--- src/rtl/ifid_pkg.sv ---
// Shared constants for the IF/ID fetch queue: default geometry and the bubble NOP word.
package ifid_pkg;

    localparam int DEF_DW    = 32;
    localparam int DEF_AW    = 32;
    localparam int DEF_DEPTH = 4;

    // All-zero word presented to decode as a bubble when the queue is empty
    localparam logic [31:0] NOP_INSTR = 32'h0000_0000;

    // Pointer width for a power-of-two entry count
    function automatic int ptr_width(input int depth);
        return (depth > 1) ? $clog2(depth) : 1;
    endfunction

endpackage

--- src/rtl/ifid_entry_ram.sv ---
// DEPTH x WIDTH entry storage: one write port, one asynchronous read port, cleared by reset.
module ifid_entry_ram
    import ifid_pkg::*;
#(
    parameter int DEPTH = DEF_DEPTH,
    parameter int WIDTH = DEF_AW + DEF_DW,
    parameter int PTR_W = ptr_width(DEF_DEPTH)
) (
    input  logic             clk,
    input  logic             rst_n,
    input  logic             we,
    input  logic [PTR_W-1:0] waddr,
    input  logic [WIDTH-1:0] wdata,
    input  logic [PTR_W-1:0] raddr,
    output logic [WIDTH-1:0] rdata
);

    logic [WIDTH-1:0] mem_reg [DEPTH];
    logic [DEPTH-1:0] slot_we;

    for (genvar gi = 0; gi < DEPTH; gi++) begin : g_slot_we
        assign slot_we[gi] = we && (waddr == PTR_W'(gi));
    end

    // Storage must read back as zero after reset, so every slot is reset explicitly
    always_ff @(posedge clk or negedge rst_n) begin
        if (!rst_n) begin
            for (int i = 0; i < DEPTH; i++) begin
                mem_reg[i] <= '0;
            end
        end else begin
            for (int i = 0; i < DEPTH; i++) begin
                if (slot_we[i]) begin
                    mem_reg[i] <= wdata;
                end
            end
        end
    end

    assign rdata = mem_reg[raddr];

endmodule

--- src/rtl/ifid_fetch_queue.sv ---
// IF/ID decoupling FIFO of {PC+4, instruction} pairs with flush and stall handling.
// Optional macro IFID_BUBBLE_NOP_EN forces a NOP/zero PC on the outputs while empty.
module ifid_fetch_queue
    import ifid_pkg::*;
#(
    parameter int DW    = DEF_DW,
    parameter int AW    = DEF_AW,
    parameter int DEPTH = DEF_DEPTH
) (
    input  logic                       CLOCK,
    input  logic                       RESET,
    input  logic [AW-1:0]              FROMIFPC4,
    input  logic [DW-1:0]              FROMORDER,
    input  logic                       IFVALID,
    output logic                       IFREADY,
    input  logic                       IFIDWRITE,
    input  logic                       IFFLASH,
    output logic [AW-1:0]              TOADD,
    output logic [DW-1:0]              TOMAINORDER,
    output logic                       IDVALID,
    output logic [$clog2(DEPTH):0]     QCOUNT
);

    localparam int PTR_W = ptr_width(DEPTH);
    localparam int CNT_W = $clog2(DEPTH) + 1;

    logic [PTR_W-1:0] head_reg,  head_next;
    logic [PTR_W-1:0] tail_reg,  tail_next;
    logic [CNT_W-1:0] count_reg, count_next;

    logic             push;
    logic             pop;
    logic [AW+DW-1:0] head_word;

    assign IFREADY = (count_reg < CNT_W'(DEPTH));
    assign IDVALID = (count_reg != '0);
    assign QCOUNT  = count_reg;
    assign push    = IFVALID && IFREADY;
    assign pop     = IDVALID && IFIDWRITE;

    always_comb begin
        head_next  = head_reg;
        tail_next  = tail_reg;
        count_next = count_reg;
        if (IFFLASH) begin
            head_next  = '0;
            tail_next  = '0;
            count_next = '0;
        end else begin
            if (push) tail_next = tail_reg + PTR_W'(1);
            if (pop)  head_next = head_reg + PTR_W'(1);
            case ({push, pop})
                2'b10:   count_next = count_reg + CNT_W'(1);
                2'b01:   count_next = count_reg - CNT_W'(1);
                default: count_next = count_reg;
            endcase
        end
    end

    always_ff @(posedge CLOCK or negedge RESET) begin
        if (!RESET) begin
            head_reg  <= '0;
            tail_reg  <= '0;
            count_reg <= '0;
        end else begin
            head_reg  <= head_next;
            tail_reg  <= tail_next;
            count_reg <= count_next;
        end
    end

    // A push coinciding with a flush is discarded, so the write is suppressed too
    ifid_entry_ram #(
        .DEPTH (DEPTH),
        .WIDTH (AW + DW),
        .PTR_W (PTR_W)
    ) u_entry_ram (
        .clk   (CLOCK),
        .rst_n (RESET),
        .we    (push && !IFFLASH),
        .waddr (tail_reg),
        .wdata ({FROMIFPC4, FROMORDER}),
        .raddr (head_reg),
        .rdata (head_word)
    );

`ifdef IFID_BUBBLE_NOP_EN
    assign TOADD       = IDVALID ? head_word[AW+DW-1:DW] : '0;
    assign TOMAINORDER = IDVALID ? head_word[DW-1:0]     : DW'(NOP_INSTR);
`else
    // Empty queue shows the (possibly stale) head slot; decode qualifies with IDVALID
    assign TOADD       = head_word[AW+DW-1:DW];
    assign TOMAINORDER = head_word[DW-1:0];
`endif

endmodule

--- config.mk ---
export PLATFORM = sky130hd
export DESIGN_NAME = ifid_fetch_queue
export DESIGN_NICKNAME = d
export VERILOG_FILES = /design/src/rtl/ifid_pkg.sv /design/src/rtl/ifid_entry_ram.sv /design/src/rtl/ifid_fetch_queue.sv
export SDC_FILE = /design/constraint.sdc
export NUM_CORES = 1
export LEC_CHECK = 0
export BUFFER_PORTS_ARGS = -buffer_cell sky130_fd_sc_hd__buf_2
export CAP_MARGIN = 20
export CORE_ASPECT_RATIO = 0.9
export CORE_MARGIN = 10
export CORE_UTILIZATION = 30
export CTS_BUF_LIST = sky130_fd_sc_hd__clkbuf_4
export CTS_CLUSTER_DIAMETER = 80
export CTS_CLUSTER_SIZE = 10
export DETAILED_ROUTE_END_ITERATION = 10
export PLACE_DENSITY = 0.46
export SLEW_MARGIN = 10
export SYNTH_ARGS = -nofsm -noshare
export SYNTH_HDL_FRONTEND = slang
export SYNTH_SLANG_ARGS = --single-unit
--- constraint.sdc ---
create_clock -name CLOCK -period 2.6 [get_ports CLOCK]
set_input_delay 0.52 -clock CLOCK [delete_from_list [all_inputs] [get_ports CLOCK]]
set_output_delay 0.52 -clock CLOCK [all_outputs]
set_load 0.02 [all_outputs]
# ---- Yosys cells after proc, flatten, opt, wreduce, memory -nomap -nowiden
# Cells that the tools add are included.
dict set report op_classes {
  addsub 4
  magnitude_cmp 2
  eq_ne 5
  mux 9
  bitwise 1
  reduce_logical 13
}
# cell count
set op_table {}
lappend op_table {{64-bit binary-select mux with 2-bit select} 1}
lappend op_table {{64-bit 2-to-1 mux} 2}
lappend op_table {{2-bit 2-to-1 mux} 4}
lappend op_table {{1-bit logical AND} 7}
lappend op_table {{2-bit equality test (second input constant)} 3}
lappend op_table {{3-bit case mux with 2 select lines} 1}
lappend op_table {{3-bit nonzero test} 2}
lappend op_table {{2-bit by 1-bit adder with 2-bit output (second input constant)} 2}
lappend op_table {{2-bit by 1-bit equality test with 1-bit output (second input constant)} 2}
lappend op_table {{2-bit nonzero test} 2}
lappend op_table {{3-bit by 1-bit adder with 3-bit output (second input constant)} 1}
lappend op_table {{3-bit greater-or-equal comparator (second input constant)} 1}
lappend op_table {{3-bit less-than comparator (second input constant)} 1}
lappend op_table {{3-bit 2-to-1 mux} 1}
lappend op_table {{2-bit NOT with 3-bit output} 1}
lappend op_table {{3-bit by 1-bit subtractor with 3-bit output (second input constant)} 1}
lappend op_table {{2-bit zero test} 1}
lappend op_table {{1-bit zero test} 1}
dict set report word_totals {
  register_bits 263
}

# ---- Depth between registers and ports, before layout
# Gate-level depths: netlist of run 1.
dict set report depth {
  ltp_word 5
  depth_mapped 8
  depth_no_buf 8
}

# ---- Modules after synthesis
# Synthesis of run 1 repeated with hierarchy kept, for this count alone.
dict set report unflattened {
  hier_cells 673
  area_unflattened_um2 11573.6
}
# module instances cells_each area_per_inst_um2
set modules_own_cells {}
lappend modules_own_cells {ifid_entry_ram 1 621 11109.4}
lappend modules_own_cells {ifid_fetch_queue 1 52 464.2}

# ---- Worst setup path before layout of run 1
# OpenSTA, ideal clock, no wires.
dict set report synth_timing {
  kind {register to register}
  startpoint {register count_reg[2] (netlist: QCOUNT[2])}
  endpoint {register count_reg[2] (netlist: QCOUNT[2])}
  arrival_time_ns 2.084
  required_time_ns 2.523
  path_slack_ns 0.439
  path_stages_with_launch 9
  n_path_buf 0
  path_cell_list {dfrtp_1 -> or3_1 -> nand2_1 -> nor2_1 -> fa_1 -> nand2b_1 -> nor4_1 -> a21oi_1 -> a21oi_1}
}
dict set report synth_between {
  elab_chain_len 5
  word_cells_on_any_way 11
}
# element line
set synth_rtl {}
lappend synth_rtl {{start: declaration} ifid_fetch_queue.sv:29} ;# logic [CNT_W-1:0] count_reg, count_next;
lappend synth_rtl {{start signal: assignment} ifid_fetch_queue.sv:68} ;# count_reg <= count_next;
lappend synth_rtl {{3-bit nonzero test *} ifid_fetch_queue.sv:36} ;# assign IDVALID = (count_reg != '0);
lappend synth_rtl {{via IDVALID} ifid_fetch_queue.sv:20} ;# output logic IDVALID,
lappend synth_rtl {{1-bit logical AND *} ifid_fetch_queue.sv:39} ;# assign pop = IDVALID && IFIDWRITE;
lappend synth_rtl {{2-bit by 1-bit equality test with 1-bit output or 2-bit equality test (tied branches)} ifid_fetch_queue.sv:52} ;# case ({push, pop})
lappend synth_rtl {{3-bit case mux with 2 select lines} ifid_fetch_queue.sv:52}
lappend synth_rtl {{3-bit 2-to-1 mux} ifid_fetch_queue.sv:45} ;# if (IFFLASH) begin
# The timed path passes the listed nets; every way through them passes the cells marked *.
# A chain may end at the register's enable or synchronous reset.

# ---- Final worst setup path of run 1
dict set report layout_timing {
  startpoint {register head_reg[0]}
  endpoint {output port TOMAINORDER[3]}
}
dict set report layout_between {
  elab_chain_len 4
}
# element line
set layout_rtl {}
lappend layout_rtl {{start: declaration} ifid_fetch_queue.sv:27} ;# logic [PTR_W-1:0] head_reg, head_next;
lappend layout_rtl {{start signal: assignment} ifid_fetch_queue.sv:66} ;# head_reg <= head_next;
lappend layout_rtl {{2-bit NOT with 3-bit output (implied by the code)} ifid_entry_ram.sv:40} ;# assign rdata = mem_reg[raddr];
lappend layout_rtl {{64-bit binary-select mux with 2-bit select} ifid_entry_ram.sv:40}
lappend layout_rtl {{64-bit 2-to-1 mux (implied by the code) (2 in series)} ifid_entry_ram.sv:40}
lappend layout_rtl {{end: declaration} ifid_fetch_queue.sv:19} ;# output logic [DW-1:0] TOMAINORDER,
# Every way passes these cells. The select of a mux whose other input is x is not followed.

==> results of run 1 <==
[cells in the mapped netlist, drive strengths merged, types with 2 or more instances]
cell / number
nand3: 2
clkbuf: 6
buf: 39
o21ai: 4
mux4: 64
nand2: 3
and2: 5
nor2: 9
mux2: 256
xor2: 2
nor2b: 2
dfrtp: 263
a21oi: 5
xnor2: 2
inv: 3
ha: 4
[where the power goes]
group / internal [W] / switching (W)
combinational: 0.00327 / 0.00181
clock: 0.000598 / 0.00140
sequential: 0.00550 / 0.000783
total: 0.00936 / 0.00399
[per-stage QoR]
| step | TNS, ns | instance area (sq um) |
|---|---|---|
| after floorplan | 0 | 12800 |
| after global placement | 0 | 13900 |
| after detailed placement | 0 | 13900 |
| after CTS | -15.84 | 15100 |
| after global routing | -17.10 | 15300 |
| final | -8.67 | 15300 |
[per-layer routing]
metal,vias to the layer above,track usage [%]
li1,2947,-
met1,3492,17.1
met2,120,16.8
met3,37,2.89
met4,0,1.99
met5,-,0
[repair_timing]
item                                   in CTS  in global routing
hold buffers                               66                  0
endpoints found under the hold margin     301                  0
setup endpoints to repair                  64                 64
setup buffers                               9                  0
pin swaps                                   0                  0
cloned                                      2                  2
gates resized for setup                    59                 16
[worst max-delay path, cell delays in order (launching register included)]
cell and delay, ns:
dfrtp_4 0.46, buf_6 0.15, clkbuf_16 0.18, mux4_2 0.52
buf_2 0.18
[cells by family (layout without fill, tap and decap cells)]
group	Yosys count	after routing
DFF	263	263
muxes	320	320
other	0	2
buffers and inverters	48	281
AOI/OAI and AO/OA	11	11
adders and majority gates	5	5
xor gates and xnor gates	4	4
and+or+nand+nor	24	24
[final timing paths]
kind | slack [ns] | depth (start not counted) | start | end
setup reg to reg | 0.51 | 8 | QCOUNT[2] | QCOUNT[2]
hold reg to reg | 0.51 | 1 | u_entry_ram.mem_reg[77] | u_entry_ram.mem_reg[77]
min in group asynchronous | 0.29 | 2 | RESET | u_entry_ram.mem_reg[46]
hold / removal | 0.1 | 2 | FROMORDER[18] | u_entry_ram.mem_reg[210]
setup / recovery | -0.17 | 4 | head_reg[0] | TOMAINORDER[3]
max in group asynchronous | 1.53 | 3 | RESET | u_entry_ram.mem_reg[171]
[final cells by class]
cell class | count | area (sq um)
Timing Repair Buffer | 243 | 2170
Multi-Input combinational cell | 364 | 5530
Inverter | 3 | 11.3
Clock buffer | 34 | 255
Tap cell | 547 | 684
Antenna cell | 2 | 5.00
Fill cell | 4001 | 26700
Clock inverter | 1 | 8.76
Sequential cell | 263 | 6590
==> reports/results.txt, run 1 <==
Final worst slack: -0.169 ns
Cts bufs inserted: 30
Syn_area_per_cell: 18.9 sq um
Endpoint type of the worst setup path: output port
Worst setup path category: flop to output port
Max_slew headroom: 68.2%
Sinks on Clock Net: 263
DRT met1 WL: 14900 um
Synth Area in Compound Gates: 0.509%
Site row count: 71
VDD IR-drop max: 484 uV
H-tree Lvls: 1
Most frequent cells in the layout: dfrtp_1, mux2_4, buf_2
Worst-Margin Slew: 0.477 ns
Post-placement setup slack: 0.447 ns
Placed cell count: 1341
# setup viols final: 64
Unique cell type count in the Yosys netlist: 28
Root buf cell: clkbuf_4
Starting Density: 30.5%
Maxcap violations: 0
Simple-Gate Fraction of Synth Area: 1.08%
Pin count of the biggest net entering global routing: 73
Area delta synth->final: 19.4%
Most common flop cell mapped by yosys: dfrtp_1
Clock-pin slew on the worst setup and hold paths: 0.12 ns
Final WL: 29600 um
Die Height: 216 um
Post-synthesis share of cell area spent on xor and xnor gates: 0.274%
Number of synthesized flops with an enable pin: 0
Syn Std Cell Area: 0.0128 sq mm
Synth Area in Adders: 0.548%
Hold Vio Cnt, Final: 0
Final period util: 106%
Vias per cell: 4.53
Global-route congestion overflow total: 0
Via count: 6596
CTS tree: built
Startpoint Class: flop
Maximum clock rate: 361 MHz
Max reg flops: 256
Hold Crit Class: input pin to flop
Failing checks: negative setup slack
Clock Latency Late Sink: 0.76 ns
Worst path required time: 2.08 ns
I/O Buffers: 137
P_leak: 6.79 nW
Area of the core: 0.0419 sq mm
Top post-synthesis cells by area: dfrtp_1, mux2_4, mux4_2
RSZ-0062 raised after global routing: true
Crit path max fanout: 5
Drc violations: 0
Max-slew violations: 0
First-pass GRT wire length: 47100 um
Detail Route Antenna Nets: 0
Placer Congestion: 0.698
Fin crit period: 2.77 ns
DRT iter0 DRCs: 269
Ys Warns: 0
Yosys top cell by area: dfrtp_1
Initial antenna violation count: 2
Met2 routed WL: 12800 um
Largest family of logic cells by synthesized area: multiplexers
Status: finished, violations left
Synth Net Count: 749
PwrDens: 875 mW/mm^2
Commonest non-fill, non-tap cell in the layout: dfrtp_1
Synth Register Bits: 263
DRT Pass-1 Iters: 4
NumNets Final: 979
Share of layout cells above drive strength 1: 59.5%
Pwr Total: 0.0134 W
Top sig layer: met4
Vias in the first global route: 7509
Final Util: 36.4%
GRT Total Usage: 11.6%
Ys async rst share: 100%
Sequential area share after synthesis: 51.5%
Width of the chip: 238 um
Max clock buf depth: 3
Skew final: 0.0277 ns
Hold slack: 0.0959 ns
# IOs: 138
Wire length per cell: 20.3 um
Met3 routed WL: 1400 um
Mux share of post-synthesis cell area: 40.9%
Die area: 0.0512 sq mm
Synth Instances: 675
Dpl hpwl: 17900 um
Post-synth top area share: 51.5%
CP arrival: 2.25 ns
Post-route insts no fill: 1457
Power figures use the tool's default switching activity.
==> inputs of run 2 (changes only) <==
--- a/config.mk
+++ b/config.mk
@@ -6,7 +6,6 @@
 export NUM_CORES = 1
 export LEC_CHECK = 0
 export BUFFER_PORTS_ARGS = -buffer_cell sky130_fd_sc_hd__buf_2
-export CAP_MARGIN = 20
 export CORE_ASPECT_RATIO = 0.9
 export CORE_MARGIN = 10
 export CORE_UTILIZATION = 30
@@ -15,6 +14,7 @@
 export CTS_CLUSTER_SIZE = 10
 export DETAILED_ROUTE_END_ITERATION = 10
 export PLACE_DENSITY = 0.46
+export SKIP_LAST_GASP = 1
 export SLEW_MARGIN = 10
 export SYNTH_ARGS = -nofsm -noshare
 export SYNTH_HDL_FRONTEND = slang
==> reports/results.txt, run 2 (synthesis results as in run 1) <==
Status: finished, violations left
Failing checks: negative setup slack
Initial antenna violation count: 2 (unchanged)
Vias per cell: 4.52 (-0.23%)
Worst setup path category: flop to output port
Slowest stage delay, CP: 0.55 ns (+0.03 ns)
NumNets Final: 979 (unchanged)
Via count: 6581 (-0.23%)
Final WL: 29700 um (+0.10%)
Final period util: 107% (+0.78 points)
Max reg flops: 256 (unchanged)
Buf/Inv on CP: 3 (unchanged)
Root buf cell: clkbuf_4
DRT iter0 DRCs: 277 (+3.0%)
CTS tree: built
Max clock buf depth: 3 (unchanged)
Site row count: 71 (unchanged)
Worst path required time: 2.08 ns (about the same)
Final worst slack: -0.189 ns (-0.0202 ns)
FF+latch area: 0.00659 sq mm (unchanged)
Sinks on Clock Net: 263 (unchanged)
Fin crit period: 2.79 ns (+0.0202 ns)
Detail Route Antenna Nets: 0 (unchanged)
Drc violations: 0 (unchanged)
Cts bufs inserted: 30 (unchanged)
Fill cells: 4010 (+0.22%)
Global-route congestion overflow total: 0 (unchanged)
# setup viols final: 64 (unchanged)
GRT Total Usage: 11.5% (about the same)
Final Util: 36.3% (-0.093 points)
CP arrival: 2.27 ns (+0.02 ns)
Clock Latency Late Sink: 0.76 ns (about the same)
First-pass GRT wire length: 47100 um (about the same)
Maxcap violations: 0 (unchanged)
Critical path's top delay family: multiplexers
Most frequent cells in the layout: dfrtp_1, mux2_4, buf_2
Area occupied by multi-input gates: 0.00553 sq mm (unchanged)
Wire length per cell: 20.4 um (+0.10%)
Skew final: 0.0345 ns (+0.00682 ns)
Endpoint type of the worst setup path: output port
Startpoint Class: flop
Pin count of the biggest net entering global routing: 73 (unchanged)
RSZ-0062 raised after global routing: true
Crit path max fanout: 5 (unchanged)
Hold Crit Class: input pin to flop
Area delta synth->final: 19.1%
Die Height: 216 um (unchanged)
H-tree Lvls: 1 (unchanged)
Pwr Total: 0.0133 W (-0.41%)
Vias in the first global route: 7508 (-0.013%)
Die area: 0.0512 sq mm (unchanged)
Commonest non-fill, non-tap cell in the layout: dfrtp_1
Area of the core: 0.0419 sq mm (unchanged)
I/O Buffers: 137 (unchanged)
Max_slew headroom: 68.1% (-0.098 points)
Post-placement setup slack: 0.447 ns (unchanged)
CP cell instances: buf_12, buf_16, mux4_2, buf_4
PwrDens: 874 mW/mm^2 (-0.16%)
VDD IR-drop max: 484 uV (about the same)
Slowest-stage cell, CP: mux4_2
Width of the chip: 238 um (unchanged)
Starting Density: 30.5% (unchanged)
Maximum clock rate: 359 MHz (-0.72%)
Hold Vio Cnt, Final: 0 (unchanged)
Worst-Margin Slew: 0.478 ns (+0.00147 ns)
Dpl hpwl: 17900 um (unchanged)
Share of layout cells above drive strength 1: 59.5% (unchanged)
P_leak: 6.78 nW (-0.18%)
Placer Congestion: 0.698 (unchanged)
Clock-pin slew on the worst setup and hold paths: 0.12 ns (about the same)
# IOs: 138 (unchanged)
DRT Pass-1 Iters: 4 (unchanged)
Max-slew violations: 0 (unchanged)
==> run 2: changes by cell type in the layout (fill, tap and decap cells not counted) <==
cell,change
buf_6,-7
buf_2,+5
buf_4,+2
==> run 2: where the power goes <==
group | total (W) | switching (W) | internal, W
Clock | 0.00199 | 0.00140 | 0.000598
Combinational | 0.00502 | 0.00180 | 0.00322
Sequential | 0.00628 | 0.000784 | 0.00550
==> run 2: path summary, 6_finish.rpt <==
path / slack, ns / depth (start not counted) / to / from
max in group asynchronous: 1.53 / 3 / u_entry_ram.mem_reg[230] / RESET
setup / recovery: -0.19 / 4 / TOADD[18] / head_reg[0]
setup reg to reg: 0.51 / 8 / QCOUNT[2] / QCOUNT[2]
min in group asynchronous: 0.30 / 2 / QCOUNT[1] / RESET
hold reg to reg: 0.51 / 1 / u_entry_ram.mem_reg[77] / u_entry_ram.mem_reg[77]
hold / removal: 0.10 / 2 / u_entry_ram.mem_reg[210] / FROMORDER[18]
==> run 2: metal layers <==
metal | global-route usage, % | wire [um]
met1 | 17.1 | 14900
met2 | 16.8 | 12800
met3 | 2.89 | 1480
met4 | 1.99 | 463
met5 | 0 | 0
==> run 2: stage by stage <==
stage | hold WS (ns) | cell area, sq um | cells | TNS (ns)
2_1_floorplan | 0.224 | 12800 | 675 | 0
3_3_place_gp | 0.485 | 13900 | 1341 | 0
3_5_place_dp | 0.488 | 13900 | 1341 | 0
4_1_cts | 0.0110 | 15100 | 1453 | -15.95
5_1_grt | 0.0302 | 15200 | 1457 | -17.26
6_report | 0.105 | 15200 | 1457 | -8.85
==> run 2: what timing repair did <==
item,in CTS,in global routing
hold buffers,66,0
gates cloned,2,2
gates resized for setup,45,19
endpoints found under the setup margin,64,64
buffers inserted,9,0
hold endpoints to repair,301,0
==> run 2: layout make-up <==
| type | count | share of cell area (%) |
|---|---|---|
| Antenna cell | 2 | 0.0329 |
| Clock buffer | 34 | 1.68 |
| Clock inverter | 1 | 0.0576 |
| Inverter | 3 | 0.0740 |
| Multi-Input combinational cell | 364 | 36.4 |
| Sequential cell | 263 | 43.3 |
| Tap cell | 547 | 4.50 |
| Timing Repair Buffer | 243 | 14.0 |
==> inputs of run 3 (changes only) <==
--- a/config.mk
+++ b/config.mk
@@ -6,6 +6,7 @@
 export NUM_CORES = 1
 export LEC_CHECK = 0
 export BUFFER_PORTS_ARGS = -buffer_cell sky130_fd_sc_hd__buf_2
+export CAP_MARGIN = 15
 export CORE_ASPECT_RATIO = 0.9
 export CORE_MARGIN = 10
 export CORE_UTILIZATION = 30
@@ -14,6 +15,7 @@
 export CTS_CLUSTER_SIZE = 10
 export DETAILED_ROUTE_END_ITERATION = 10
 export PLACE_DENSITY = 0.46
+export RECOVER_POWER = 100
 export SKIP_LAST_GASP = 1
 export SLEW_MARGIN = 10
 export SYNTH_ARGS = -nofsm -noshare
==> reports/results.txt, run 3 (synthesis results as in run 1) <==
Worst-Margin Slew: 1.52 ns (+1.05 ns)
DRT iter0 DRCs: 266 (-4.0%)
Endpoint type of the worst setup path: output port
Crit path max fanout: 5 (unchanged)
DRT Pass-1 Iters: 4 (unchanged)
CP arrival: 2.27 ns (about the same)
Worst setup path category: flop to output port
NumNets Final: 979 (unchanged)
Clock-pin slew on the worst setup and hold paths: 0.12 ns (about the same)
VDD IR-drop max: 473 uV (-2.3%)
Maxcap violations: 1 (+1)
TNS Setup: -9.09 ns (-0.236 ns)
Buf/Inv on CP: 3 (unchanged)
Wire length per cell: 20.1 um (-1.4%)
Root buf cell: clkbuf_4
Pin count of the biggest net entering global routing: 73 (unchanged)
Width of the chip: 238 um (unchanged)
CTS tree: built
Max reg flops: 256 (unchanged)
Share of layout cells above drive strength 1: 44.9% (-15 points)
Logic pwr share: 35.0% (-2.8 points)
First-pass GRT wire length: 47100 um (unchanged)
Final WL: 29200 um (-1.4%)
Site row count: 71 (unchanged)
Fin crit period: 2.79 ns (+0.00214 ns)
GRT Total Usage: 11.5% (unchanged)
Max-slew violations: 55 (+55)
Status: finished, violations left
# setup viols final: 79 (+23%)
Switch share: 30.8% (+0.88 points)
Sequential Power Share: 49.3% (+2.0 points)
Initial antenna violation count: 2 (unchanged)
Pwr Total: 0.0126 W (-5.0%)
Area delta synth->final: 14.6%
Via count: 6597 (+0.24%)
CP cell instances: buf_12, buf_16, mux4_2, buf_4
RSZ-0062 raised after global routing: true
Area of the core: 0.0419 sq mm (unchanged)
Slowest-stage cell, CP: mux4_2
Max_slew headroom: -1.60% (-70 points)
Commonest non-fill, non-tap cell in the layout: dfrtp_1
Clk pwr share: 15.7% (+0.7 points)
Maximum clock rate: 358 MHz (about the same)
I/O Buffers: 137 (unchanged)
Dpl hpwl: 17900 um (unchanged)
H-tree Lvls: 1 (unchanged)
Vias per cell: 4.53 (+0.24%)
P_leak: 6.44 nW (-5.0%)
Vias in the first global route: 7508 (unchanged)
# IOs: 138 (unchanged)
Detail Route Antenna Nets: 0 (unchanged)
Global-route congestion overflow total: 0 (unchanged)
Post-placement setup slack: 0.447 ns (unchanged)
Startpoint Class: flop
Die Height: 216 um (unchanged)
Hold Vio Cnt, Final: 0 (unchanged)
Drc violations: 0 (unchanged)
Most frequent cells in the layout: dfrtp_1, mux2_1, mux2_4
Cts bufs inserted: 30 (unchanged)
Hold Path Stages: 2 (unchanged)
NetSw: 0.00389 W (-2.2%)
Final worst slack: -0.191 ns (-0.00214 ns)
PwrDens: 863 mW/mm^2 (-1.2%)
Failing checks: max-capacitance violations, max-slew violations, negative setup slack
Worst path required time: 2.08 ns (about the same)
Slowest stage delay, CP: 0.55 ns (about the same)
R2r worst-path depth: 5 (-3)
Hold Crit Class: input pin to flop
Skew final: 0.0343 ns (-0.000220 ns)
Sinks on Clock Net: 263 (unchanged)
WP depth: 4 (unchanged)
Starting Density: 30.5% (unchanged)
Placer Congestion: 0.698 (unchanged)
Final period util: 107% (about the same)
Die area: 0.0512 sq mm (unchanged)
Clock Latency Late Sink: 0.76 ns (about the same)
Critical path's top delay family: multiplexers
Max clock buf depth: 3 (unchanged)
Internal cell power: 0.00874 W (-6.2%)
run 3: cell types whose count changed in the layout (fill, tap and decap cells not counted), moves of 6 or more:
cell	delta
mux2_4	-121
clkbuf_1	+6
buf_12	-6
buf_4	-6
clkbuf_2	+6
mux2_1	+120
run 3: layout make-up:
type | count | area, sq um
Multi-Input combinational cell | 364 | 5060
Clock buffer | 34 | 255
Sequential cell | 263 | 6590
Tap cell | 547 | 684
Timing Repair Buffer | 243 | 2020
Antenna cell | 2 | 5.00
Clock inverter | 1 | 8.76
Inverter | 3 | 11.3
Fill cell | 4158 | 27300
run 3: final timing paths:
| kind | from | to | slack [ns] |
|---|---|---|---|
| setup reg to reg | QCOUNT[2] | u_entry_ram.mem_reg[28] | -0.02 |
| hold reg to reg | u_entry_ram.mem_reg[124] | u_entry_ram.mem_reg[124] | 0.49 |
| max in group asynchronous | RESET | u_entry_ram.mem_reg[216] | 0.24 |
| hold / removal | FROMORDER[18] | u_entry_ram.mem_reg[210] | 0.08 |
| setup / recovery | head_reg[0] | TOADD[18] | -0.19 |
| min in group asynchronous | RESET | u_entry_ram.mem_reg[46] | 0.69 |
run 3: stage by stage:
stage / hold slack, ns / util (%) / instances / area, sq um
6_report: 0.0836 / 34.9 / 1457 / 14600
5_1_grt: 0.0133 / 34.9 / 1457 / 14600
4_1_cts: 0.0110 / 36.0 / 1453 / 15100
3_5_place_dp: 0.488 / 33.1 / 1341 / 13900
3_3_place_gp: 0.485 / 33.1 / 1341 / 13900
2_1_floorplan: 0.224 / - / 675 / 12800
run 3: power by group through the flow:
stage | combinational (W) | sequential [W] | clock (W)
after floorplan | 0.00369 | 0.00607 | 0
after detailed placement | 0.00463 | 0.00634 | 0
after CTS | 0.00500 | 0.00627 | 0.00214
after global routing | 0.00477 | 0.00643 | 0.00230
after global placement | 0.00458 | 0.00638 | 0
final | 0.00442 | 0.00623 | 0.00199
run 3: what timing repair did:
item                                    CTS  global route
hold buffers                             66             0
gates cloned                              2             2
endpoints found under the setup margin   64            64
resized for setup                        45            19
buffers inserted                          9             0
endpoints found under the hold margin   301             0
run 3: routing by layer:
layer | share of wire (%) | vias to the layer above | global-route usage, % | routed length, um
met5 | 0 | - | 0 | 0
met1 | 50 | 3491 | 17.1 | 14700
li1 | - | 2959 | - | -
met3 | 4.5 | 36 | 2.89 | 1300
met2 | 44 | 111 | 16.8 | 12800
met4 | 1.6 | 0 | 1.99 | 477
run 3: worst reg2reg max path, cell delays in order (launching register included):
cell     delay, ns
dfrtp_1       0.47
nor2b_1       0.22
nor2b_1       0.25
and2_0        0.85
buf_12        0.33
mux2_4        0.37
